--- src/rtl/plic_pkg.sv ---
// Shared encodings for the PLIC interrupt gateway array.
package plic_pkg;

  typedef enum logic [1:0] {
    IDLE = 2'd0,
    PEND = 2'd1,
    INFL = 2'd2
  } gw_state_e;

  localparam logic MODE_EDGE  = 1'b1;
  localparam logic MODE_LEVEL = 1'b0;

  // Source ID 0 means "no source".
  localparam int ID_NONE = 0;

  // Smallest ID field width able to name every source plus ID 0.
  function automatic int id_width(input int num_src);
    return $clog2(num_src + 1);
  endfunction

endpackage

--- src/rtl/plic_gateway_cell.sv ---
// One interrupt source: input synchroniser, edge history, queued-edge
// counter and the IDLE/PEND/INFL request state machine.
module plic_gateway_cell
  import plic_pkg::*;
#(
  parameter int SYNC_STAGES  = 2,
  parameter int MAX_EDGE_CNT = 7
) (
  input  logic clk,
  input  logic rst,
  input  logic src,
  input  logic edge_mode,
  input  logic edge_arm,
  input  logic claim_hit,
  input  logic complete_hit,
  output logic pend,
  output logic inflight
);

  localparam int               CNT_W   = $clog2(MAX_EDGE_CNT + 1);
  localparam logic [CNT_W-1:0] CNT_MAX = CNT_W'(MAX_EDGE_CNT);

  logic             s;
  logic             p;
  logic             mode_q;
  gw_state_e        state_q;
  gw_state_e        state_d;
  logic [CNT_W-1:0] cnt_q;
  logic [CNT_W-1:0] cnt_d;
  logic [CNT_W-1:0] cnt_net;
  logic             edge_trig;
  logic             trig;
  logic             edge_cnt;

  if (SYNC_STAGES == 0) begin : g_nosync
    assign s = src;
  end else begin : g_sync
    logic [SYNC_STAGES-1:0] sync_q;

    // Shift the raw line through the synchroniser chain.
    always_ff @(posedge clk) begin
      if (rst) begin
        sync_q <= '0;
      end else begin
        sync_q[0] <= src;
        for (int i = 1; i < SYNC_STAGES; i++) begin
          sync_q[i] <= sync_q[i-1];
        end
      end
    end

    assign s = sync_q[SYNC_STAGES-1];
  end

  // Remember last synchronised level and last mode for edge / mode-change detection.
  always_ff @(posedge clk) begin
    if (rst) begin
      p      <= 1'b0;
      mode_q <= MODE_LEVEL;
    end else begin
      p      <= s;
      mode_q <= edge_mode;
    end
  end

  // Request state and queued-edge counter registers.
  always_ff @(posedge clk) begin
    if (rst) begin
      state_q <= IDLE;
      cnt_q   <= '0;
    end else begin
      state_q <= state_d;
      cnt_q   <= cnt_d;
    end
  end

  // Next-state logic; an edge arriving with a complete is counted before the
  // complete consumes it, so the source re-pends with the net count.
  always_comb begin
    state_d   = state_q;
    cnt_d     = cnt_q;
    edge_trig = (edge_mode == MODE_EDGE) && edge_arm && s && !p;
    trig      = (edge_mode == MODE_EDGE) ? edge_trig : s;
    edge_cnt  = edge_trig && (cnt_q != CNT_MAX);
    cnt_net   = edge_cnt ? cnt_q + CNT_W'(1) : cnt_q;
    case (state_q)
      IDLE: begin
        if (trig) state_d = PEND;
      end
      PEND: begin
        cnt_d = cnt_net;
        if (claim_hit) state_d = INFL;
      end
      INFL: begin
        cnt_d = cnt_net;
        if (complete_hit) begin
          if ((edge_mode == MODE_EDGE) && (cnt_net != '0)) begin
            state_d = PEND;
            cnt_d   = cnt_net - CNT_W'(1);
          end else if ((edge_mode == MODE_LEVEL) && s) begin
            state_d = PEND;
          end else begin
            state_d = IDLE;
          end
        end
      end
      default: state_d = IDLE;
    endcase
    // Level mode never queues; a mode switch discards queued edges.
    if ((edge_mode == MODE_LEVEL) || (edge_mode != mode_q)) cnt_d = '0;
  end

  assign pend     = (state_q == PEND);
  assign inflight = (state_q == INFL);

endmodule

--- src/rtl/plic_gateway_array.sv ---
// Interrupt gateway array: decodes claim/complete IDs into per-source hits
// and instantiates one gateway cell per source.
module plic_gateway_array
  import plic_pkg::*;
#(
  parameter int NUM_SRC      = 8,
  parameter int SYNC_STAGES  = 2,
  parameter int MAX_EDGE_CNT = 7,
  parameter int ID_W         = 10
) (
  input  logic               clk,
  input  logic               rst,
  input  logic [NUM_SRC-1:0] src_i,
  input  logic [NUM_SRC-1:0] edge_mode_i,
  input  logic               claim_i,
  input  logic [ID_W-1:0]    claim_id_i,
  input  logic               complete_i,
  input  logic [ID_W-1:0]    complete_id_i,
  output logic [NUM_SRC-1:0] pend_o,
  output logic [NUM_SRC-1:0] inflight_o
);

  localparam logic [ID_W-1:0]  ID_ZERO  = ID_W'(ID_NONE);
  localparam logic [ID_W-1:0]  ID_LAST  = ID_W'(NUM_SRC);
  localparam int               ARM_W    = $clog2(SYNC_STAGES + 2);
  localparam logic [ARM_W-1:0] ARM_DONE = ARM_W'(SYNC_STAGES + 1);

  logic             claim_ok;
  logic             complete_ok;
  logic [ARM_W-1:0] arm_q;
  logic             edge_arm;

  assign claim_ok    = claim_i && (claim_id_i != ID_ZERO) && (claim_id_i <= ID_LAST);
  assign complete_ok = complete_i && (complete_id_i != ID_ZERO) && (complete_id_i <= ID_LAST);

  // After reset the synchroniser ramps up from zero; hold off edge detection
  // until the history flop holds a real sample so a line that stayed high
  // through reset is not mistaken for a fresh rising edge.
  always_ff @(posedge clk) begin
    if (rst) begin
      arm_q <= '0;
    end else if (arm_q != ARM_DONE) begin
      arm_q <= arm_q + ARM_W'(1);
    end
  end

  assign edge_arm = (arm_q == ARM_DONE);

  for (genvar g = 0; g < NUM_SRC; g++) begin : g_cell
    plic_gateway_cell #(
      .SYNC_STAGES  (SYNC_STAGES),
      .MAX_EDGE_CNT (MAX_EDGE_CNT)
    ) u_cell (
      .clk          (clk),
      .rst          (rst),
      .src          (src_i[g]),
      .edge_mode    (edge_mode_i[g]),
      .edge_arm     (edge_arm),
      .claim_hit    (claim_ok && (claim_id_i == ID_W'(g + 1))),
      .complete_hit (complete_ok && (complete_id_i == ID_W'(g + 1))),
      .pend         (pend_o[g]),
      .inflight     (inflight_o[g])
    );
  end

endmodule

--- config.mk ---
export PLATFORM = sky130hd
export DESIGN_NAME = plic_gateway_array
export DESIGN_NICKNAME = d
export VERILOG_FILES = /design/src/rtl/plic_pkg.sv /design/src/rtl/plic_gateway_cell.sv /design/src/rtl/plic_gateway_array.sv
export SDC_FILE = /design/constraint.sdc
export NUM_CORES = 1
export LEC_CHECK = 0
export ABC_AREA = 0
export BUFFER_PORTS_ARGS = -buffer_cell sky130_fd_sc_hd__buf_4
export CAP_MARGIN = 40
export CORE_MARGIN = 2
export CORE_UTILIZATION = 45
export DETAILED_ROUTE_END_ITERATION = 16
export GPL_TIMING_DRIVEN = 0
export PLACE_DENSITY = 0.76
export SLEW_MARGIN = 10
export SYNTH_ARGS = -nofsm -noshare
export SYNTH_HDL_FRONTEND = slang
export SYNTH_SLANG_ARGS = --single-unit
--- constraint.sdc ---
create_clock -name clk -period 3.6 [get_ports clk]
set_input_delay 0.54 -clock clk [delete_from_list [all_inputs] [get_ports clk]]
set_output_delay 0.54 -clock clk [all_outputs]
set_load 0.01 [all_outputs]
[After elaboration in Yosys (flattened, before gate mapping)]
Cells that the tools add are included.
Operators by class
  bitwise logic cells: 8
  $lt $le $gt $ge: 2
  reductions and logical operators: 126
  add/subtract/negate cells: 17
  muxes and demuxes: 88
  eq/ne operators: 74
Operators with widths (number)
  $eq A10 B3 Y1 const B: 8
  $mux W3: 24
  $logic_and A1 B1 Y1: 68
  $mux W2: 32
  $ne A2 B1 Y1 const B: 24
  $pmux W2 S3: 8
  $pmux W3 S2: 8
  $eq A10 B2 Y1 const B: 4
  $add A3 B1 Y3 const B: 8
  $ne A3 B3 Y1 const B: 8
  $reduce_and A3 Y1: 8
  $reduce_bool A3 Y1: 8
  $sub A3 B1 Y3 const B: 8
  $eq A10 B1 Y1 const B: 2
  $eq A10 B4 Y1 const B: 2
  $le A10 B4 Y1 const B: 2
  $reduce_bool A10 Y1: 2
  $eq A2 B2 Y1 const B: 9
  $eq A2 B1 Y1 const B: 8
  $logic_not A2 Y1: 8
  $mux W1: 16
  $reduce_bool A2 Y1: 8
  $reduce_or A2 Y1: 8
  $logic_not A1 Y1: 8
  5 further kinds: 26
Word-level totals
  output and inout bits: 16
  logic and storage cells: 356
  input port bits: 40
  register bits after elaboration: 74

[Depth between registers and ports, before layout]
Gate-level depths: netlist of run 1.
  depth after elaboration: 11
  mapped depth: 12

[By module]
Synthesis of run 1 repeated with hierarchy kept, for this count alone.
Second synthesis, totals
  cells, all modules: 494
  area total of the unflattened synthesis: 4794.6 um2
By module, submodules not included
  plic_gateway_cell (g_cell[0].u_cell ...): instances 7, area each 551.8 um2, cells an instance 57, seq. area each 180.2 um2
  plic_gateway_cell (g_cell[7].u_cell): instances 1, area each 530.5 um2, cells an instance 54, seq. area each 180.2 um2
  plic_gateway_array: instances 1, area each 401.6 um2, cells an instance 41, seq. area each 40.0 um2

[Worst setup path before layout of run 1]
OpenSTA, ideal clock, no wires.
  path kind: reg2reg
  start point: reg arm_q[0]
  end point: reg g_cell[0].u_cell.cnt_q[0]
  library setup time: 0.072 ns
  slack: 0.329 ns
  arrival: 3.199 ns
  clock period less this slack: 3.271 ns
  cell stages (with the launch flop): 13
  path through: dfxtp_1 > ha_1 > clkbuf_1 > clkbuf_1 > nand4b_1 > nor2_1 > xnor2_1 > ha_1 > ha_1 > or4bb_1 > nor4_2 > mux2i_1 > mux2i_1
Between the ends
  longest elaborated chain between the ends: 11
  elaborated cells between the ends (all ways): 12
RTL lines
  start: declaration: RTL line plic_gateway_array.sv:30  | logic [ARM_W-1:0] arm_q;
  start signal: assignment: RTL line plic_gateway_array.sv:43  | arm_q <= arm_q + ARM_W'(1);
  $eq A2 B2 Y1 (*): RTL line plic_gateway_array.sv:47  | assign edge_arm = (arm_q == ARM_DONE);
  $logic_and A1 B1 Y1 (*) (3 in a row): RTL line plic_gateway_cell.sv:82  | edge_trig = (edge_mode == MODE_EDGE) && edge_arm && s && !p;
  $logic_and A1 B1 Y1 (*): RTL line plic_gateway_cell.sv:84  | edge_cnt = edge_trig && (cnt_q != CNT_MAX);
  $mux W3 (*): RTL line plic_gateway_cell.sv:85  | cnt_net = edge_cnt ? cnt_q + CNT_W'(1) : cnt_q;
  branches (longest 4 deep; another with $sub A3 B1 Y3)
  $pmux W3 S2 (*): RTL line plic_gateway_cell.sv:86  | case (state_q)
  end signal: assignment: RTL line plic_gateway_cell.sv:73  | cnt_q <= cnt_d;
  end: declaration: RTL line plic_gateway_cell.sv:28  | logic [CNT_W-1:0] cnt_q;
Mark *: on every way between the ends.
A chain may end at the register's enable or synchronous reset.

[Final worst setup path of run 1]
  start point: reg arm_q[0]
  end point: reg g_cell[7].u_cell.cnt_q[2]
Between the ends
  longest elaborated chain between the ends: 11
  elaborated cells between the ends (all ways): 12
RTL lines (RTL line)
  $eq A2 B2 Y1 (*): plic_gateway_array.sv:47
  $logic_and A1 B1 Y1 (*) (3 in a row): plic_gateway_cell.sv:82
  $logic_and A1 B1 Y1 (*): plic_gateway_cell.sv:84
  $mux W3 (*): plic_gateway_cell.sv:85
  branches (longest 4 deep; another with $sub A3 B1 Y3)
  $pmux W3 S2 (*): plic_gateway_cell.sv:86
  end signal: assignment: plic_gateway_cell.sv:73
  end: declaration: plic_gateway_cell.sv:28
Marks and branches as above.

==> results of run 1 <==
==> power breakdown <==
group          leakage (nW)  total, mW  switching (mW)  internal (mW)
Clock                 0.136      0.877           0.384          0.493
Combinational          2.01      0.444           0.238          0.206
Sequential            0.604      0.883          0.0255          0.858
==> per-layer routing <==
metal	share of wire	up-vias
li1	-	2205
met1	0.41	2201
met2	0.52	120
met3	0.043	35
met4	0.028	0
met5	0	-
==> registers in the layout, indices dropped and copies added (netlist names) <==
register,cells
g_cell.u_cell.cnt_q,24
g_cell.u_cell.g_sync.sync_q,16
g_cell.u_cell.state_q,16
g_cell.u_cell.mode_q,8
g_cell.u_cell.p,8
arm_q,2
==> what timing repair did <==
action                                  4_1_cts  5_1_grt
buffers inserted                              0        5
resized for setup                             6        6
pin swaps                                     0        3
endpoints found under the setup margin       18        9
hold endpoints to repair                      0        0
==> cell usage after synthesis (3+ instances only) <==
cell      instances  area share
nand4_1           4      0.0047
nand4b_1         12       0.020
mux2_2            3      0.0064
nand2b_1         23       0.027
and3b_1           8       0.013
clkbuf_1         10      0.0071
or2_2             3      0.0036
or3_1             5      0.0059
buf_4            17       0.024
or4bb_1           5       0.011
mux2i_1          22       0.042
o21ai_0           5      0.0047
nand2_1          30       0.021
o211ai_1          6      0.0085
o41ai_1           4      0.0066
nor4_4            7       0.028
nor3_1            9      0.0085
or4_4             4      0.0085
o21a_1           19       0.027
dfxtp_1          74        0.28
nand3_1           6      0.0057
or4_1             3      0.0043
a32o_1           16       0.030
o22ai_1           6      0.0071
a31oi_1           3      0.0036
a221oi_4          3       0.015
inv_1            32       0.023
xnor2_1           8       0.013
a21oi_1          32       0.030
ha_1             65        0.15
a211o_1          16       0.027
nor2b_1          42       0.050
nor2_1           18       0.013
a211oi_1          7       0.010
==> final cells by class <==
| type | count | share of cell area |
|---|---|---|
| inverter | 32 | 0.0193 |
| tap | 143 | 0.0288 |
| multi-input combinational | 423 | 0.567 |
| timing repair buffer | 59 | 0.0712 |
| clock buffer | 10 | 0.0384 |
| sequential | 74 | 0.238 |
| clock inverter | 6 | 0.00805 |
| buffer | 28 | 0.0290 |
==> cells by family (layout without fill, tap and decap cells) <==
group           count (synthesis)  in the layout  synth area share
xor+xnor                        9              9            0.0150
compound gates                128            128             0.188
simple gates                  193            193             0.249
flops                          74             74             0.281
fa+ha+maj                      65             65             0.154
buf+inv                        61            135            0.0570
mux                            28             28            0.0560
==> worst max-delay path by stage <==
stage	slack, ns	endpoint	depth (start not counted)
2_1_floorplan	0.33	g_cell[0].u_cell.cnt_q[0]$_SDFFE_PP0P_	12
3_3_place_gp	-0.55	g_cell[0].u_cell.cnt_q[0]$_SDFFE_PP0P_	12
3_5_place_dp	-0.65	g_cell[0].u_cell.cnt_q[0]$_SDFFE_PP0P_	12
4_1_cts	0.01	g_cell[2].u_cell.cnt_q[0]$_SDFFE_PP0P_	11
5_1_grt	0.02	g_cell[2].u_cell.cnt_q[0]$_SDFFE_PP0P_	11
6_report	0.14	g_cell[7].u_cell.cnt_q[2]$_SDFFE_PP0P_	12
==> stage by stage <==
step | std cells | setup WS [ns] | setup TNS [ns] | hold slack (ns)
detailed placement | 755 | -0.652 | -6.69 | 0.423
global route | 775 | 0.0243 | 0 | 0.423
CTS | 770 | 0.0131 | 0 | 0.408
finish | 775 | 0.136 | 0 | 0.405
global placement | 755 | -0.554 | -5.13 | 0.422
floorplan | 558 | 0.329 | 0 | 0.414
==> metrics.yaml, run 1 <==
cp-end-kind: "register"
final_nets: 732
setup_viol: 0
p_total_mw: 2.20
gr-usage-met3: 0.0275
status: "finished, final reports clean"
powerDensity_nw_per_um2: 354
wire_per_inst_um: 16.8
numCtsBuffers: 9
grt_util_met1: 0.244
min_path_cells: 2
clock.fmax_mhz: 289
slew_headroom: 0.497
drc_errors: 0
layout_common_cells: "buf_4 (76), dfxtp_1 (74), ha_1 (64)"
synth_cell_types: 56
r2r_start: "arm_q[0]$_SDFFE_PP0P_"
rr_endpoint: "g_cell[7].u_cell.cnt_q[2]$_SDFFE_PP0P_"
initial_utilization: 0.462
fin_worst_skew_ns: 0.00867
fillers: 1014
r2r_cells: 12
routed_wl_um: 13000
ant_nets: 0
synth_edf_count: 0
hold_viol_final: 0
place.port_buffers: 54
place_congestion: 0.868
grt_setup_unrepaired: "false"
grtUsageMet2: 0.382
postLayoutCellArea_um2: 6220
die_w_um: 112
maxSlewViolCount: 0
drt_iter0_drc: 186
insertion_delay_ns: 0.34
critical_path.top_delay_family: "simple AND/OR/NAND/NOR gates"
cts_tree: "built"
place_area_um2: 5860
avgSynthCellArea_um2: 9.45
viasPerCell: 5.89
critPathSlowestCell: "or4bb_1"
worst-path-max-fanout: 10
holdCritPathClass: "input pin to register"
grt_pass1_wl_um: 21300
vias: 4561
clockRootBuffer: "clkbuf_16"
min_to: "g_cell[5].u_cell.g_sync.sync_q[0]$_SDFF_PP0_"
layout_min_cycle_time_ns: 3.46
grt_max_degree: 15
worstSetupPathType: "register to register"
cp.arrival_ns: 3.70
worst_pin_slew_ns: 0.747
synth_nets: 663
grt.busiest_layer: "met2"
yosys_warnings: 0
antenna_found_initial: 0
drt_pass1_iterations: 5
die-area_um2: 12600
cpPeakStageDelay_ns: 0.53
fin_crit_sh: 0.962
grt-ovfl-total: 0
drive_gt1_frac: 0.196
hold_path.startpoint: "src_i[5]"
io_pins: 56
netlist_area_um2: 5270
critPathLaunch: "arm_q[0]$_SDFFE_PP0P_"
syn_to_final_growth_pct: 18.0
multiInputGateArea_um2: 3530
crit_chain: "ha_2, clkbuf_4, nand4b_1, nor2_4, xnor2_1, ha_1, ha_1, or4bb_1, nor4_4, buf_4, a21oi_1, a32o_1"
synth-seq-cells: 74
cp.required_ns: 3.84
cp-start-kind: "register"
h-tree-depth: 3
ctsHoldBuffers: 0
yosysSeqAreaShare: 0.281
cts.sinks: 74
die_y_um: 112
crit_buf_inv: 2
synth_ff_type: "dfxtp_1"
clk_pin_slew_worst_paths_ns: 0.06
grt_pass1_vias: 4511
final_common_cell: "buf_4"
antenna_cells: 0
core.rowCount: 39
grt_util_all_layers: 0.209
maxCapViolCount: 0
cp_common_cell: "ha_1"
regArea_um2: 1480
ys_async_sr_fraction: 0
final_util: 0.545
reg2reg_slack_ns: 0.14
coreArea_um2: 11400
syn_inst: 558
dp_hpwl_um: 9890
power_leakage_nw: 2.75
max-vdd-ir-drop_v: 0.000197
ctsLongestPathBuffers: 2
Power figures use the tool's default switching activity.
==> run 2: changes to the inputs <==
--- a/config.mk
+++ b/config.mk
@@ -12,7 +12,7 @@
 export CORE_UTILIZATION = 45
 export DETAILED_ROUTE_END_ITERATION = 16
 export GPL_TIMING_DRIVEN = 0
-export PLACE_DENSITY = 0.76
+export PLACE_DENSITY = 0.7
 export SLEW_MARGIN = 10
 export SYNTH_ARGS = -nofsm -noshare
 export SYNTH_HDL_FRONTEND = slang
==> run 2 against run 1 <==
Against the previous run: utilization shrank 0.099 points; count of clock-buffer cells in the layout is the same; total power grew 1.6%; combinational power is essentially flat; setup slack gained 0.085 ns; critical path depth is the same; critical path type unchanged.
==> metrics.yaml, run 2 (synthesis results as in run 1) <==
ctsLongestPathBuffers: 2
r2r_start: "arm_q[0]$_SDFFE_PP0P_"
clk_pin_slew_worst_paths_ns: 0.06
drt_pass1_iterations: 4
cts.sinks: 74
seqPwrFrac: 0.395
clock.fmax_mhz: 296
power.share.switching: 0.284
reg2reg_slack_ns: 0.22
crit_chain: "ha_4, buf_4, nand4b_1, nor2_4, xnor2_1, ha_1, ha_1, or4bb_1, nor4_4, buf_4, a21oi_1, a32o_1"
cpPeakStageDelay_ns: 0.54
dp_hpwl_um: 9530
cts_tree: "built"
worst_pin_slew_ns: 0.819
syn_to_final_growth_pct: 17.8
powerDensity_nw_per_um2: 361
die_w_um: 112
place_area_um2: 5860
postLayoutCellArea_um2: 6210
initial_utilization: 0.462
place.port_buffers: 54
fillers: 1054
h-tree-depth: 3
clockRootBuffer: "clkbuf_16"
io_pins: 56
critPathSlowestCell: "or4bb_1"
fin_crit_sh: 0.939
power_leakage_nw: 2.74
drive_gt1_frac: 0.191
grt_pass1_vias: 4327
die-area_um2: 12600
maxSlewViolCount: 0
numCtsBuffers: 9
setup_viol: 0
ant_nets: 0
critPathLaunch: "arm_q[0]$_SDFFE_PP0P_"
grt_max_degree: 14
rr_endpoint: "g_cell[7].u_cell.cnt_q[2]$_SDFFE_PP0P_"
largest_register_ffs: 24
cp-end-kind: "register"
wire_per_inst_um: 16.5
grt_pass1_wl_um: 20800
cp-start-kind: "register"
fin_worst_skew_ns: 0.00994
antenna_found_initial: 0
hold_viol_final: 0
layout_common_cells: "buf_4 (74), dfxtp_1 (74), ha_1 (64)"
largestRegisters: "g_cell.u_cell.cnt_q x24, g_cell.u_cell.g_sync.sync_q x16, g_cell.u_cell.state_q x16"
viasPerCell: 5.62
layout_min_cycle_time_ns: 3.38
max-vdd-ir-drop_v: 0.000243
drt_iter0_drc: 247
insertion_delay_ns: 0.34
crit_end: "g_cell[7].u_cell.cnt_q[2]$_SDFFE_PP0P_"
clkPwrFrac: 0.408
final_util: 0.544
vias: 4341
worst-path-max-fanout: 10
holdWs_ns: 0.404
core.rowCount: 39
grt_util_all_layers: 0.203
cp.arrival_ns: 3.61
routed_wl_um: 12700
largest_register: "g_cell.u_cell.cnt_q"
internal_power_mw: 1.60
grt-ovfl-total: 0
coreArea_um2: 11400
p_switching_mw: 0.636
combPwrFrac: 0.198
antenna_cells: 0
holdCritPathClass: "input pin to register"
die_y_um: 112
drc_errors: 0
setup_tns_ns: 0
worstSetupPathType: "register to register"
final_nets: 729
maxCapViolCount: 0
ctsHoldBuffers: 0
slew_headroom: 0.449
place_congestion: 0.856
r2r_cells: 12
status: "finished, final reports clean"
cp.required_ns: 3.83
grt_setup_unrepaired: "false"
==> run 2: worst min path at each step <==
stage | startpoint | to | cells after the start
CTS | src_i[5] | g_cell[5].u_cell.g_sync.sync_q[0]$_SDFF_PP0_ | 2
global route | src_i[5] | g_cell[5].u_cell.g_sync.sync_q[0]$_SDFF_PP0_ | 2
global placement | g_cell[6].u_cell.g_sync.sync_q[0]$_SDFF_PP0_ | g_cell[6].u_cell.g_sync.sync_q[1]$_SDFF_PP0_ | 1
detailed placement | g_cell[2].u_cell.g_sync.sync_q[0]$_SDFF_PP0_ | g_cell[2].u_cell.g_sync.sync_q[1]$_SDFF_PP0_ | 1
finish | src_i[5] | g_cell[5].u_cell.g_sync.sync_q[0]$_SDFF_PP0_ | 2
floorplan | g_cell[0].u_cell.g_sync.sync_q[0]$_SDFF_PP0_ | g_cell[0].u_cell.g_sync.sync_q[1]$_SDFF_PP0_ | 1
==> run 2: metrics by stage <==
step,total power [mW],setup WS [ns],std cells
final,2.24,0.221,772
after global routing,2.33,0.0551,772
after CTS,2.24,0.0460,770
after detailed placement,1.33,-0.626,755
after global placement,1.32,-0.575,755
after floorplan,1.18,0.329,558
==> run 2: power groups by stage <==
stage | Sequential, mW | Clock (mW) | Combinational, mW
after floorplan | 0.894 | 0 | 0.290
after global placement | 0.898 | 0 | 0.422
after detailed placement | 0.899 | 0 | 0.435
after CTS | 0.882 | 0.923 | 0.439
after global routing | 0.889 | 0.954 | 0.489
final | 0.884 | 0.913 | 0.443
==> run 2: metal layers <==
| metal | part of all wire | track usage | vias to the layer above |
|---|---|---|---|
| met5 | 0 | 0 | - |
| met1 | 0.45 | 0.249 | 2073 |
| met2 | 0.50 | 0.360 | 58 |
| met3 | 0.037 | 0.0378 | 14 |
| met4 | 0.014 | 0.0618 | 0 |
| li1 | - | - | 2196 |
==> run 2: timing repair <==
| item | in CTS | in global routing |
|---|---|---|
| gates resized for setup | 4 | 8 |
| pin swaps | 0 | 2 |
| buffers inserted | 0 | 2 |
| endpoints found under the setup margin | 18 | 10 |
==> run 2: critical path, delay by kind of cell (launching register included) <==
family | cells | cell delay (ns)
simple gates | 4 | 1.40
fa+ha+maj | 3 | 0.68
buf+inv | 2 | 0.45
flops | 1 | 0.39
compound gates | 2 | 0.26
xor+xnor | 1 | 0.09
==> run 2: final cells by class <==
type / instances / area (um2) / share of cell area
timing repair buffer: 56 / 420 / 0.0677
sequential: 74 / 1480 / 0.239
clock inverter: 6 / 66.3 / 0.0107
buffer: 28 / 180 / 0.0290
clock buffer: 10 / 229 / 0.0369
tap: 143 / 179 / 0.0288
inverter: 32 / 120 / 0.0193
multi-input combinational: 423 / 3530 / 0.569
